**src/rtl/rpc_pkg.sv**
```systemverilog
// Shared types for the RPC transmit sequencer: FSM states, latched config,
// the registered pad-output bundle and the timer reload helper.
package rpc_pkg;

    localparam int RPC_CMD_W = 32;
    localparam int RPC_DB_W  = 16;
    localparam int RPC_LEN_W = 8;
    localparam int RPC_TMR_W = 9;

    typedef enum logic [3:0] {
        IDLE,
        CMD0,
        CMD1,
        WLAT,
        WPRE,
        WDATA,
        WPOST,
        RDATA,
        GAP
    } rpc_state_e;

    typedef struct packed {
        logic [3:0] wl;
        logic [3:0] rl;
        logic [3:0] gap;
    } rpc_cfg_t;

    typedef struct packed {
        logic                clk;
        logic                clkn;
        logic                csn;
        logic                stb;
        logic [RPC_DB_W-1:0] db;
        logic                dqs;
        logic                dqsn;
        logic                oe_db;
        logic                oe_dqs;
        logic                ie_db;
        logic                ie_dqs;
        logic                pd_en_db;
        logic                pd_en_dqs;
    } rpc_pad_t;

    localparam rpc_pad_t RPC_PAD_RST = '{
        clk: 1'b0, clkn: 1'b1, csn: 1'b1, stb: 1'b0, db: '0,
        dqs: 1'b0, dqsn: 1'b1, oe_db: 1'b0, oe_dqs: 1'b0,
        ie_db: 1'b0, ie_dqs: 1'b0, pd_en_db: 1'b1, pd_en_dqs: 1'b1
    };

    // Timer reload value on entry to a timed state; the timer counts down to
    // zero, so each value is the state's cycle count minus one.
    function automatic logic [RPC_TMR_W-1:0] rpc_tmr_load(rpc_state_e st, rpc_cfg_t cfg,
                                                          logic [RPC_LEN_W-1:0] len);
        logic [RPC_TMR_W-1:0] v;
        v = '0;
        case (st)
            WLAT:    v = RPC_TMR_W'(cfg.wl) - RPC_TMR_W'(1);
            WDATA:   v = RPC_TMR_W'(len);
            RDATA:   v = RPC_TMR_W'(cfg.rl) + RPC_TMR_W'(len) + RPC_TMR_W'(2);
            GAP:     v = (cfg.gap == '0) ? '0 : RPC_TMR_W'(cfg.gap) - RPC_TMR_W'(1);
            default: v = '0;
        endcase
        return v;
    endfunction

endpackage

```
**src/rtl/rpc_tx_sequencer_if.sv**
```systemverilog
// Host command/write-data/status signals plus the RPC pad-side outputs.
interface rpc_tx_sequencer_if;

    logic                          cmd_valid_i;
    logic                          cmd_ready_o;
    logic [rpc_pkg::RPC_CMD_W-1:0] cmd_i;
    logic                          cmd_write_i;
    logic [rpc_pkg::RPC_LEN_W-1:0] cmd_len_i;
    logic                          wdata_valid_i;
    logic                          wdata_ready_o;
    logic [rpc_pkg::RPC_DB_W-1:0]  wdata_i;
    logic [3:0]                    cfg_wl_i;
    logic [3:0]                    cfg_rl_i;
    logic [3:0]                    cfg_gap_i;
    logic                          busy_o;
    logic                          done_o;
    logic                          underrun_o;
    logic                          out_clk_o;
    logic                          out_clkn_o;
    logic                          out_csn_o;
    logic                          out_stb_o;
    logic [rpc_pkg::RPC_DB_W-1:0]  out_db_o;
    logic                          out_dqs_o;
    logic                          out_dqsn_o;
    logic                          oe_db_o;
    logic                          oe_dqs_o;
    logic                          ie_db_o;
    logic                          ie_dqs_o;
    logic                          pd_en_db_o;
    logic                          pd_en_dqs_o;

    modport master (
        output cmd_valid_i, cmd_i, cmd_write_i, cmd_len_i, wdata_valid_i, wdata_i,
               cfg_wl_i, cfg_rl_i, cfg_gap_i,
        input  cmd_ready_o, wdata_ready_o, busy_o, done_o, underrun_o,
               out_clk_o, out_clkn_o, out_csn_o, out_stb_o, out_db_o, out_dqs_o, out_dqsn_o,
               oe_db_o, oe_dqs_o, ie_db_o, ie_dqs_o, pd_en_db_o, pd_en_dqs_o
    );

    modport slave (
        input  cmd_valid_i, cmd_i, cmd_write_i, cmd_len_i, wdata_valid_i, wdata_i,
               cfg_wl_i, cfg_rl_i, cfg_gap_i,
        output cmd_ready_o, wdata_ready_o, busy_o, done_o, underrun_o,
               out_clk_o, out_clkn_o, out_csn_o, out_stb_o, out_db_o, out_dqs_o, out_dqsn_o,
               oe_db_o, oe_dqs_o, ie_db_o, ie_dqs_o, pd_en_db_o, pd_en_dqs_o
    );

endinterface

```
**src/rtl/rpc_tx_timer.sv**
```systemverilog
// Loadable down-counter with a zero flag, shared by every timed FSM state.
module rpc_tx_timer
    import rpc_pkg::*;
(
    input  logic                 clk_i,
    input  logic                 rst_i,
    input  logic                 load_i,
    input  logic [RPC_TMR_W-1:0] load_val_i,
    input  logic                 dec_i,
    output logic                 zero_o
);

    logic [RPC_TMR_W-1:0] cnt_q, cnt_d;

    always_comb begin
        cnt_d = cnt_q;
        if (load_i) begin
            cnt_d = load_val_i;
        end else if (dec_i && (cnt_q != '0)) begin
            cnt_d = cnt_q - RPC_TMR_W'(1);
        end
    end

    always_ff @(posedge clk_i) begin
        if (rst_i) begin
            cnt_q <= '0;
        end else begin
            cnt_q <= cnt_d;
        end
    end

    assign zero_o = (cnt_q == '0);

endmodule

```
**src/rtl/rpc_tx_sequencer.sv**
```systemverilog
// RPC transmit sequencer: command phase, write/read data phases and CSn gap.
// Pad outputs are computed from the next state and registered.
module rpc_tx_sequencer
    import rpc_pkg::*;
(
    input  logic              clk_i,
    input  logic              rst_i,
    rpc_tx_sequencer_if.slave bus
);

    rpc_state_e           state_q, state_d;
    logic [RPC_DB_W-1:0]  cmd_lo_q, cmd_lo_d;
    logic                 write_q, write_d;
    logic [RPC_LEN_W-1:0] len_q, len_d;
    rpc_cfg_t             cfg_q, cfg_d;
    rpc_pad_t             pad_q, pad_d;

    logic                 cmd_ready;
    logic                 cmd_accept;
    logic                 wd_ready;
    logic                 wd_fire;
    logic                 tmr_load;
    logic                 tmr_dec;
    logic                 tmr_zero;
    logic [RPC_TMR_W-1:0] tmr_val;

    // Handshakes are masked by reset so an aborted burst consumes nothing.
    assign cmd_ready  = (state_q == IDLE) && !rst_i;
    assign cmd_accept = cmd_ready && bus.cmd_valid_i;
    assign wd_ready   = (state_q == WDATA) && !rst_i;
    assign wd_fire    = wd_ready && bus.wdata_valid_i;

    always_comb begin
        state_d  = state_q;
        cmd_lo_d = cmd_lo_q;
        write_d  = write_q;
        len_d    = len_q;
        cfg_d    = cfg_q;
        tmr_dec  = 1'b0;
        case (state_q)
            IDLE: begin
                if (cmd_accept) begin
                    state_d  = CMD0;
                    cmd_lo_d = bus.cmd_i[RPC_DB_W-1:0];
                    write_d  = bus.cmd_write_i;
                    len_d    = bus.cmd_len_i;
                    cfg_d    = '{wl: bus.cfg_wl_i, rl: bus.cfg_rl_i, gap: bus.cfg_gap_i};
                end
            end
            CMD0: state_d = CMD1;
            CMD1: begin
                if (!write_q)             state_d = RDATA;
                else if (cfg_q.wl != '0)  state_d = WLAT;
                else                      state_d = WPRE;
            end
            WLAT: begin
                if (tmr_zero) state_d = WPRE;
                else          tmr_dec = 1'b1;
            end
            WPRE: state_d = WDATA;
            WDATA: begin
                if (wd_fire) begin
                    if (tmr_zero) state_d = WPOST;
                    else          tmr_dec = 1'b1;
                end
            end
            WPOST: state_d = GAP;
            RDATA: begin
                if (tmr_zero) state_d = GAP;
                else          tmr_dec = 1'b1;
            end
            GAP: begin
                if (tmr_zero) state_d = IDLE;
                else          tmr_dec = 1'b1;
            end
            default: state_d = IDLE;
        endcase
    end

    assign tmr_load = (state_d != state_q) && (state_d inside {WLAT, WDATA, RDATA, GAP});
    assign tmr_val  = rpc_tmr_load(state_d, cfg_q, len_q);

    always_comb begin
        pad_d        = pad_q;
        pad_d.clk    = (state_d != IDLE) ? ~pad_q.clk : 1'b0;
        pad_d.csn    = !(state_d inside {CMD0, CMD1, WLAT, WPRE, WDATA, WPOST, RDATA});
        pad_d.stb    = state_d inside {CMD0, CMD1};
        pad_d.oe_db  = state_d inside {CMD0, CMD1, WLAT, WPRE, WDATA, WPOST};
        pad_d.oe_dqs = state_d inside {WPRE, WDATA, WPOST};
        pad_d.ie_db  = (state_d == RDATA);
        pad_d.ie_dqs = (state_d == RDATA);

        if (state_d == IDLE)       pad_d.db = '0;
        else if (cmd_accept)       pad_d.db = bus.cmd_i[RPC_CMD_W-1:RPC_DB_W];
        else if (state_d == CMD1)  pad_d.db = cmd_lo_q;
        else if (wd_fire)          pad_d.db = bus.wdata_i;

        // Preamble parks DQS low so the first data word launches a rising strobe.
        if (state_d inside {IDLE, WPRE}) pad_d.dqs = 1'b0;
        else if (wd_fire)                pad_d.dqs = ~pad_q.dqs;

        pad_d.clkn      = ~pad_d.clk;
        pad_d.dqsn      = ~pad_d.dqs;
        pad_d.pd_en_db  = ~pad_d.oe_db;
        pad_d.pd_en_dqs = ~pad_d.oe_dqs;
    end

    always_ff @(posedge clk_i) begin
        if (rst_i) begin
            state_q  <= IDLE;
            cmd_lo_q <= '0;
            write_q  <= 1'b0;
            len_q    <= '0;
            cfg_q    <= '0;
            pad_q    <= RPC_PAD_RST;
        end else begin
            state_q  <= state_d;
            cmd_lo_q <= cmd_lo_d;
            write_q  <= write_d;
            len_q    <= len_d;
            cfg_q    <= cfg_d;
            pad_q    <= pad_d;
        end
    end

    rpc_tx_timer u_timer (
        .clk_i      (clk_i),
        .rst_i      (rst_i),
        .load_i     (tmr_load),
        .load_val_i (tmr_val),
        .dec_i      (tmr_dec),
        .zero_o     (tmr_zero)
    );

    assign bus.cmd_ready_o   = cmd_ready;
    assign bus.wdata_ready_o = wd_ready;
    assign bus.busy_o        = (state_q != IDLE) && !rst_i;
    assign bus.done_o        = (state_q == GAP) && tmr_zero && !rst_i;
    assign bus.underrun_o    = (state_q == WDATA) && !bus.wdata_valid_i && !rst_i;

    assign bus.out_clk_o   = pad_q.clk;
    assign bus.out_clkn_o  = pad_q.clkn;
    assign bus.out_csn_o   = pad_q.csn;
    assign bus.out_stb_o   = pad_q.stb;
    assign bus.out_db_o    = pad_q.db;
    assign bus.out_dqs_o   = pad_q.dqs;
    assign bus.out_dqsn_o  = pad_q.dqsn;
    assign bus.oe_db_o     = pad_q.oe_db;
    assign bus.oe_dqs_o    = pad_q.oe_dqs;
    assign bus.ie_db_o     = pad_q.ie_db;
    assign bus.ie_dqs_o    = pad_q.ie_dqs;
    assign bus.pd_en_db_o  = pad_q.pd_en_db;
    assign bus.pd_en_dqs_o = pad_q.pd_en_dqs;

endmodule
```
**src/flat_wrapper.sv**
```systemverilog
// flat-port wrapper written by rule: the top's interface ports become plain ports
module rpc_tx_sequencer_flat import rpc_pkg::*;
  (clk_i, rst_i, bus_cmd_valid_i, bus_cmd_i, bus_cmd_write_i, bus_cmd_len_i, bus_wdata_valid_i, bus_wdata_i, bus_cfg_wl_i, bus_cfg_rl_i, bus_cfg_gap_i, bus_cmd_ready_o, bus_wdata_ready_o, bus_busy_o, bus_done_o, bus_underrun_o, bus_out_clk_o, bus_out_clkn_o, bus_out_csn_o, bus_out_stb_o, bus_out_db_o, bus_out_dqs_o, bus_out_dqsn_o, bus_oe_db_o, bus_oe_dqs_o, bus_ie_db_o, bus_ie_dqs_o, bus_pd_en_db_o, bus_pd_en_dqs_o);
  rpc_tx_sequencer_if bus_i ();
  input  logic clk_i;
  input  logic rst_i;
  input wire logic [$bits(bus_i.cmd_valid_i)-1:0] bus_cmd_valid_i;
  input wire logic [$bits(bus_i.cmd_i)-1:0] bus_cmd_i;
  input wire logic [$bits(bus_i.cmd_write_i)-1:0] bus_cmd_write_i;
  input wire logic [$bits(bus_i.cmd_len_i)-1:0] bus_cmd_len_i;
  input wire logic [$bits(bus_i.wdata_valid_i)-1:0] bus_wdata_valid_i;
  input wire logic [$bits(bus_i.wdata_i)-1:0] bus_wdata_i;
  input wire logic [$bits(bus_i.cfg_wl_i)-1:0] bus_cfg_wl_i;
  input wire logic [$bits(bus_i.cfg_rl_i)-1:0] bus_cfg_rl_i;
  input wire logic [$bits(bus_i.cfg_gap_i)-1:0] bus_cfg_gap_i;
  output wire logic [$bits(bus_i.cmd_ready_o)-1:0] bus_cmd_ready_o;
  output wire logic [$bits(bus_i.wdata_ready_o)-1:0] bus_wdata_ready_o;
  output wire logic [$bits(bus_i.busy_o)-1:0] bus_busy_o;
  output wire logic [$bits(bus_i.done_o)-1:0] bus_done_o;
  output wire logic [$bits(bus_i.underrun_o)-1:0] bus_underrun_o;
  output wire logic [$bits(bus_i.out_clk_o)-1:0] bus_out_clk_o;
  output wire logic [$bits(bus_i.out_clkn_o)-1:0] bus_out_clkn_o;
  output wire logic [$bits(bus_i.out_csn_o)-1:0] bus_out_csn_o;
  output wire logic [$bits(bus_i.out_stb_o)-1:0] bus_out_stb_o;
  output wire logic [$bits(bus_i.out_db_o)-1:0] bus_out_db_o;
  output wire logic [$bits(bus_i.out_dqs_o)-1:0] bus_out_dqs_o;
  output wire logic [$bits(bus_i.out_dqsn_o)-1:0] bus_out_dqsn_o;
  output wire logic [$bits(bus_i.oe_db_o)-1:0] bus_oe_db_o;
  output wire logic [$bits(bus_i.oe_dqs_o)-1:0] bus_oe_dqs_o;
  output wire logic [$bits(bus_i.ie_db_o)-1:0] bus_ie_db_o;
  output wire logic [$bits(bus_i.ie_dqs_o)-1:0] bus_ie_dqs_o;
  output wire logic [$bits(bus_i.pd_en_db_o)-1:0] bus_pd_en_db_o;
  output wire logic [$bits(bus_i.pd_en_dqs_o)-1:0] bus_pd_en_dqs_o;
  assign bus_i.cmd_valid_i = bus_cmd_valid_i;
  assign bus_i.cmd_i = bus_cmd_i;
  assign bus_i.cmd_write_i = bus_cmd_write_i;
  assign bus_i.cmd_len_i = bus_cmd_len_i;
  assign bus_i.wdata_valid_i = bus_wdata_valid_i;
  assign bus_i.wdata_i = bus_wdata_i;
  assign bus_i.cfg_wl_i = bus_cfg_wl_i;
  assign bus_i.cfg_rl_i = bus_cfg_rl_i;
  assign bus_i.cfg_gap_i = bus_cfg_gap_i;
  assign bus_cmd_ready_o = bus_i.cmd_ready_o;
  assign bus_wdata_ready_o = bus_i.wdata_ready_o;
  assign bus_busy_o = bus_i.busy_o;
  assign bus_done_o = bus_i.done_o;
  assign bus_underrun_o = bus_i.underrun_o;
  assign bus_out_clk_o = bus_i.out_clk_o;
  assign bus_out_clkn_o = bus_i.out_clkn_o;
  assign bus_out_csn_o = bus_i.out_csn_o;
  assign bus_out_stb_o = bus_i.out_stb_o;
  assign bus_out_db_o = bus_i.out_db_o;
  assign bus_out_dqs_o = bus_i.out_dqs_o;
  assign bus_out_dqsn_o = bus_i.out_dqsn_o;
  assign bus_oe_db_o = bus_i.oe_db_o;
  assign bus_oe_dqs_o = bus_i.oe_dqs_o;
  assign bus_ie_db_o = bus_i.ie_db_o;
  assign bus_ie_dqs_o = bus_i.ie_dqs_o;
  assign bus_pd_en_db_o = bus_i.pd_en_db_o;
  assign bus_pd_en_dqs_o = bus_i.pd_en_dqs_o;
  rpc_tx_sequencer u_core (.clk_i(clk_i), .rst_i(rst_i), .bus(bus_i));
endmodule
```
**config.mk**
```make
export PLATFORM = sky130hd
export DESIGN_NAME = rpc_tx_sequencer_flat
export DESIGN_NICKNAME = d
export VERILOG_FILES = /design/src/rtl/rpc_pkg.sv /design/src/rtl/rpc_tx_sequencer_if.sv /design/src/rtl/rpc_tx_timer.sv /design/src/rtl/rpc_tx_sequencer.sv /design/src/flat_wrapper.sv
export SDC_FILE = /design/constraint.sdc
export NUM_CORES = 1
export LEC_CHECK = 0
export ABC_AREA = 1
export CAP_MARGIN = 20
export CORE_ASPECT_RATIO = 2
export CORE_UTILIZATION = 49
export DETAILED_ROUTE_END_ITERATION = 10
export GPL_ROUTABILITY_DRIVEN = 0
export GPL_TIMING_DRIVEN = 0
export PLACE_DENSITY = 0.89
export SLEW_MARGIN = 15
export SYNTH_ARGS = -nofsm -noshare
export SYNTH_HDL_FRONTEND = slang
export SYNTH_SLANG_ARGS = --single-unit
```
**constraint.sdc**
```tcl
create_clock -name clk_i -period 2.8 [get_ports clk_i]
set_input_delay 0.28 -clock clk_i [delete_from_list [all_inputs] [get_ports clk_i]]
set_output_delay 0.28 -clock clk_i [all_outputs]
set_load 0.005 [all_outputs]
```
* After elaboration in Yosys (flattened, before gate mapping)
Index checks and enable logic that the tools add are counted.
** Cells by class
- Bitwise logic cells :: 6
- $add $sub $neg :: 5
- Equal/unequal tests :: 17
- Reductions and logical operators :: 33
- Multiplexer cells :: 22
** Operators by type and width (count)
- $mux 16 :: 3
- $pmux 4 s9 :: 1
- $pmux 9 s4 :: 1
- $eq 4x3->1 const B :: 8
- $mux 4 :: 7
- $mux 9 :: 3
- $eq 4x2->1 const B :: 4
- $reduce_bool 4->1 :: 4
- $logic_not 4->1 :: 3
- $logic_and 1x1->1 :: 11
- $sub 4x1->5 const B :: 2
- $add 4x8->9 :: 1
- $add 9x2->9 const B :: 1
- $logic_not 9->1 :: 1
- $reduce_bool 9->1 :: 1
- $sub 9x1->9 const B :: 1
- $eq 4x1->1 const B :: 2
- $eq 4x4->1 const B :: 2
- $reduce_bool 7->1 :: 1
- $not 1->1 :: 6
- $reduce_bool 2->1 :: 3
- $reduce_bool 3->1 :: 2
- $reduce_bool 6->1 :: 1
- $mux 1 :: 5
- other kinds (7) :: 9
** Word-level totals
- Output and inout bits :: 33
- Input bits :: 73
- Register bits after elaboration :: 77
- Word-level logic and storage cells :: 103

* Longest topological paths before layout
- Depth after elaboration :: 9
- Gate-level depth with buffers :: 19
- Depth with buffers taken out :: 18

* Cells and area by module
Synthesis repeated with hierarchy kept, for this count alone.
** Unflattened totals
- Cell total of the unflattened synthesis :: 652
- Area total of the unflattened synthesis :: 4410.5 um2
** By module, submodules not included
- rpc_tx_sequencer :: sequential area each 1361.3 um2, area each 3806.2 um2, cells each 553, instances 1
- rpc_tx_timer :: sequential area each 180.2 um2, area each 604.3 um2, cells each 99, instances 1

* Worst setup path after synthesis
OpenSTA, ideal clock, no wires.
- Path kind :: register to register
- Start point :: register u_core.len_q[1]
- End point :: register u_core.u_timer.cnt_q[5]
- Path buffers :: 0
- Library setup time :: 111 ps
- Cell stages (with the launch flop) :: 17
- Data arrival time :: 2154 ps
- Clock period less this slack :: 2265 ps
- Data required time :: 2689 ps
- Path slack :: 535 ps
- Cells stage by stage :: dfxtp_1 -> inv_1 -> ha_1 -> inv_1 -> ha_1 -> fa_1 -> nand2_1 -> inv_1 -> nor2_1 -> o21bai_1 -> or2_2 -> nand4_1 -> nand3_1 -> nand3_1 -> nand2_1 -> nor2_1 -> nor2_1
** Between the ends
- Word-level cells in the longest chain between the ends :: 4
** RTL lines
- start, declared :: line rpc_tx_sequencer.sv:14 : logic [RPC_LEN_W-1:0] len_q, len_d;
- start signal, assigned :: line rpc_tx_sequencer.sv:120 : len_q <= len_d;
- $add 4x8->9 :: line rpc_pkg.sv:59 : RDATA: v = RPC_TMR_W'(cfg.rl) + RPC_TMR_W'(len) + RPC_TMR_W'(2);
- $add 9x2->9 :: line rpc_pkg.sv:59
- $pmux 9 s4 :: line rpc_pkg.sv:56 : case (st)
- $mux 9 :: line rpc_tx_timer.sv:17 : if (load_i) begin
- end signal, assigned :: line rpc_tx_timer.sv:28 : cnt_q <= cnt_d;
- end, declared :: line rpc_tx_timer.sv:13 : logic [RPC_TMR_W-1:0] cnt_q, cnt_d;
Every way passes these cells.
A chain may end at the register's enable or synchronous reset.

* Worst setup path in the final report
Same ends and word-level chain as after synthesis.

==> results.py <==
metrics = {
    "clocking": {
        "cts_buffers": 9,
        "cts_resized": 0,
        "cts-root-buf": "clkbuf_16",
        "cts_setup_buffers": 0,
        "cts_sinks": 77,
        "clock_path_buffers": 2,
        "clkSlewWorstSetupHoldPaths_ns": 0.06,
        "clock_latency_ns": 0.34,
        "cts_hold_buffers": 0,
        "htree_num_levels": 3,
        "cts_tree": "yes",
    },
    "route": {
        "wl_per_cell_um": 16.1,
        "routed_wl_mm": 13.3,
        "dr_total_vias": 4585,
        "via_per_inst": 5.56,
        "drc": 0,
        "ant_nets": 0,
        "drt_iter0_markers": 350,
        "firstDrtPassIters": 6,
    },
    "sta": {
        "timing.final.ws_setup_ns": 0.277,
        "hold_violations": 0,
        "holdWs_ns": 0.262,
        "slew-limit-headroom_pct": 63.2,
        "timing_max_transition_violations_final": 0,
        "min_period_ns": 2.52,
        "setup_violations": 0,
        "clock.fmax_mhz": 396,
        "finalClockSkew_ns": 0.00505,
        "fin_setup_tns_ns": 0,
        "rsz0062_at_grt": "no",
        "finalCritPeriodShare_pct": 90.1,
        "worstMarginPinSlew_ns": 0.552,
    },
    "worst_setup_path": {
        "worstPathArrival_ns": 2.76,
        "cp-end-kind": "flip-flop",
        "rr_worst_depth": 16,
        "cp_data_required_time_ns": 3.03,
        "slowest_delay_ns": 0.40,
        "rrSetupSlack_ns": 0.28,
        "path_max_fanout": 3,
        "crit_slowest_cell": "fa_1",
        "cp-start-kind": "flip-flop",
        "critPathKind": "flip-flop to flip-flop",
        "r2r-start": "u_core.len_q[1]",
        "critical_path.reg2reg.endpoint": "u_core.u_timer.cnt_q[5]",
        "cp_cell_sequence": "inv_1 -> ha_1 -> inv_1 -> ha_1 -> fa_1 -> nand2_1 -> inv_1 -> nor2_1 -> o21bai_1 -> or2_2 -> nand4_1 -> nand3_1 -> nand3_1 -> nand2_1 -> nor2_1 -> nor2_1",
    },
    "synth": {
        "yosysSeqAreaShare_pct": 37.1,
        "netlist.area_leader.share_pct": 37.1,
        "ys_types": 31,
        "synth_nets": 691,
        "ys_ff_latch": 77,
        "synth-async-reset-ratio_pct": 0,
        "yosys_warnings": 0,
        "synthMostInstantiatedCell": "nand2_1",
        "synth_area_leaders": "dfxtp_1 (37%), nand2_1 (12%), nand3_1 (6.1%)",
        "syn_area_mm2": 0.00416,
        "synth_top_cell_by_area": "dfxtp_1",
        "synthFlopType": "dfxtp_1",
        "syn_inst": 606,
        "synth_area_per_cell_um2": 6.86,
        "synth-edff-count": 0,
        "synthTopCellsByCount": "nand2_1 (133), dfxtp_1 (77), inv_1 (64), nor2_1 (55), nand3_1 (51)",
    },
    "global_routing": {
        "grt_antenna_before_repair": 1,
        "grt_start_max_net_pins": 12,
        "gr-total-overflow": 0,
        "grt_pass1_wl_mm": 21.1,
        "first_global_vias": 4644,
        "grt_use_total_pct": 31.8,
    },
    "power_and_ir_drop": {
        "totalPowerFinal_mw": 6.60,
        "p_per_area_mw_per_mm2": 1180,
        "p_leak_nw": 2.44,
        "ir_drop_mv": 0.732,
    },
    "floorplanning": {
        "fp-row-count": 47,
        "start_util_pct": 50.5,
        "ios": 106,
        "core_area_mm2": 0.00823,
        "dieArea_mm2": 0.00888,
        "die_height_um": 132,
        "fp.dieW_um": 67.1,
    },
    "placement": {
        "dpl_worst_slack_ns": 0.293,
        "dpl_cell_area_mm2": 0.00532,
        "dp_cells": 808,
        "port_buffers": 104,
        "post-dp-hpwl_mm": 10.3,
    },
    "hold_path": {
        "hold_depth": 2,
        "min_from": "rst_i",
        "min_to": "u_core.state_q[3]",
        "hold_class": "input pin to flip-flop",
    },
    "run_status": {
        "run_status": "finished, final reports clean",
    },
    "layout": {
        "finish.utilization_pct": 67.9,
        "finalNetCount": 806,
        "fin_area_mm2": 0.00559,
        "synthToLayoutAreaGrowth_pct": 34.4,
        "layout-drive-gt1-share_pct": 7.31,
        "final_cells": 824,
        "fillCellCount": 666,
    },
    "job": {
        "drv_cap": 0,
    },
}
## flip-flops by register name (all words and copies together), names as in the netlist
register	flops
u_core.bus.out_clk_o	1
u_core.bus.out_csn_o	1
u_core.bus.oe_db_o	1
u_core.write_q	1
u_core.bus.oe_dqs_o	1
u_core.cfg_q	12
u_core.bus.out_clkn_o	1
u_core.bus.ie_db_o	1
u_core.bus.out_dqsn_o	1
u_core.bus.pd_en_dqs_o	1
u_core.cmd_lo_q	16
u_core.bus.out_dqs_o	1
u_core.bus.out_stb_o	1
u_core.bus.out_db_o	16
u_core.bus.pd_en_db_o	1
u_core.u_timer.cnt_q	9
u_core.len_q	8
u_core.state_q	4
## cells in the final DEF, fill, tap and decap left out, drive strengths merged, types with 8 or more instances in the layout
| cell type | instances |
|---|---|
| o21ai | 49 |
| nor2 | 64 |
| nand4 | 21 |
| inv | 72 |
| clkbuf | 36 |
| a31oi | 17 |
| o211ai | 16 |
| xor2 | 8 |
| clkdlybuf4s50 | 104 |
| ha | 11 |
| nand2 | 141 |
| a21oi | 35 |
| dfxtp | 77 |
| nand3 | 55 |
## report_power, final
part	leakage (nW)	internal, mW	switching (mW)	total, mW
clock	0.129	0.617	0.438	1.06
sequential	0.631	1.48	0.222	1.70
combinational	1.68	1.41	2.43	3.84
total	2.44	3.51	3.09	6.60
## worst max-delay path, delay by kind of cell, from the launching register on
kind            cells  cell delay, ns
flops               1            0.34
buf+inv             3            0.15
fa+ha+maj           3            0.90
simple gates        9            0.91
compound gates      1            0.10
## kinds of logic (layout without fill, tap and decap cells)
family                   count (synthesis)  count (layout)  synth area share [%]
AND/OR/NAND/NOR                        287             287                  31.6
XOR/XNOR                                 8               8                  1.68
other                                    0               1                     0
adder cells (fa/ha/maj)                 12              12                  3.79
flip-flops                              77              77                  37.1
buffers and inverters                  102             221                  9.75
AO/OA/AOI/OAI                          120             120                  16.1
## worst max path at each step
| stage | end | slack [ns] | from |
|---|---|---|---|
| floorplan | u_core.u_timer.cnt_q[5] | 0.53 | u_core.len_q[1] |
| global placement | u_core.u_timer.cnt_q[6] | 0.39 | u_core.u_timer.cnt_q[0] |
| detailed placement | u_core.bus.out_db_o[13] | 0.29 | u_core.u_timer.cnt_q[0] |
| CTS | u_core.bus.out_db_o[13] | 0.24 | u_core.u_timer.cnt_q[0] |
| global route | u_core.bus.out_db_o[13] | 0.008 | u_core.u_timer.cnt_q[0] |
| finish | u_core.u_timer.cnt_q[5] | 0.28 | u_core.len_q[1] |
## layout make-up
cell class / instances / area [um^2] / area share, %
Tap cell: 98 / 123 / 2.19
Clock buffer: 13 / 250 / 4.48
Antenna cell: 1 / 2.50 / 0.0448
Timing Repair Buffer: 104 / 1040 / 18.6
Sequential cell: 77 / 1540 / 27.6
Clock inverter: 2 / 10.0 / 0.179
Buffer: 29 / 131 / 2.35
Inverter: 73 / 274 / 4.90
Multi-Input combinational cell: 427 / 2220 / 39.7
## layer usage
layer  wire length (um)  part of all wire (%)  GRT usage, %  vias to the layer above
met3                517                   3.9          5.62                       57
met5                  0                     0             0                        -
met1               4260                    32          28.4                     2080
li1                   -                     -             -                     2243
met2               7660                    58          58.8                      205
met4                828                   6.2          23.8                        0
Power figures use the tool's default switching activity.
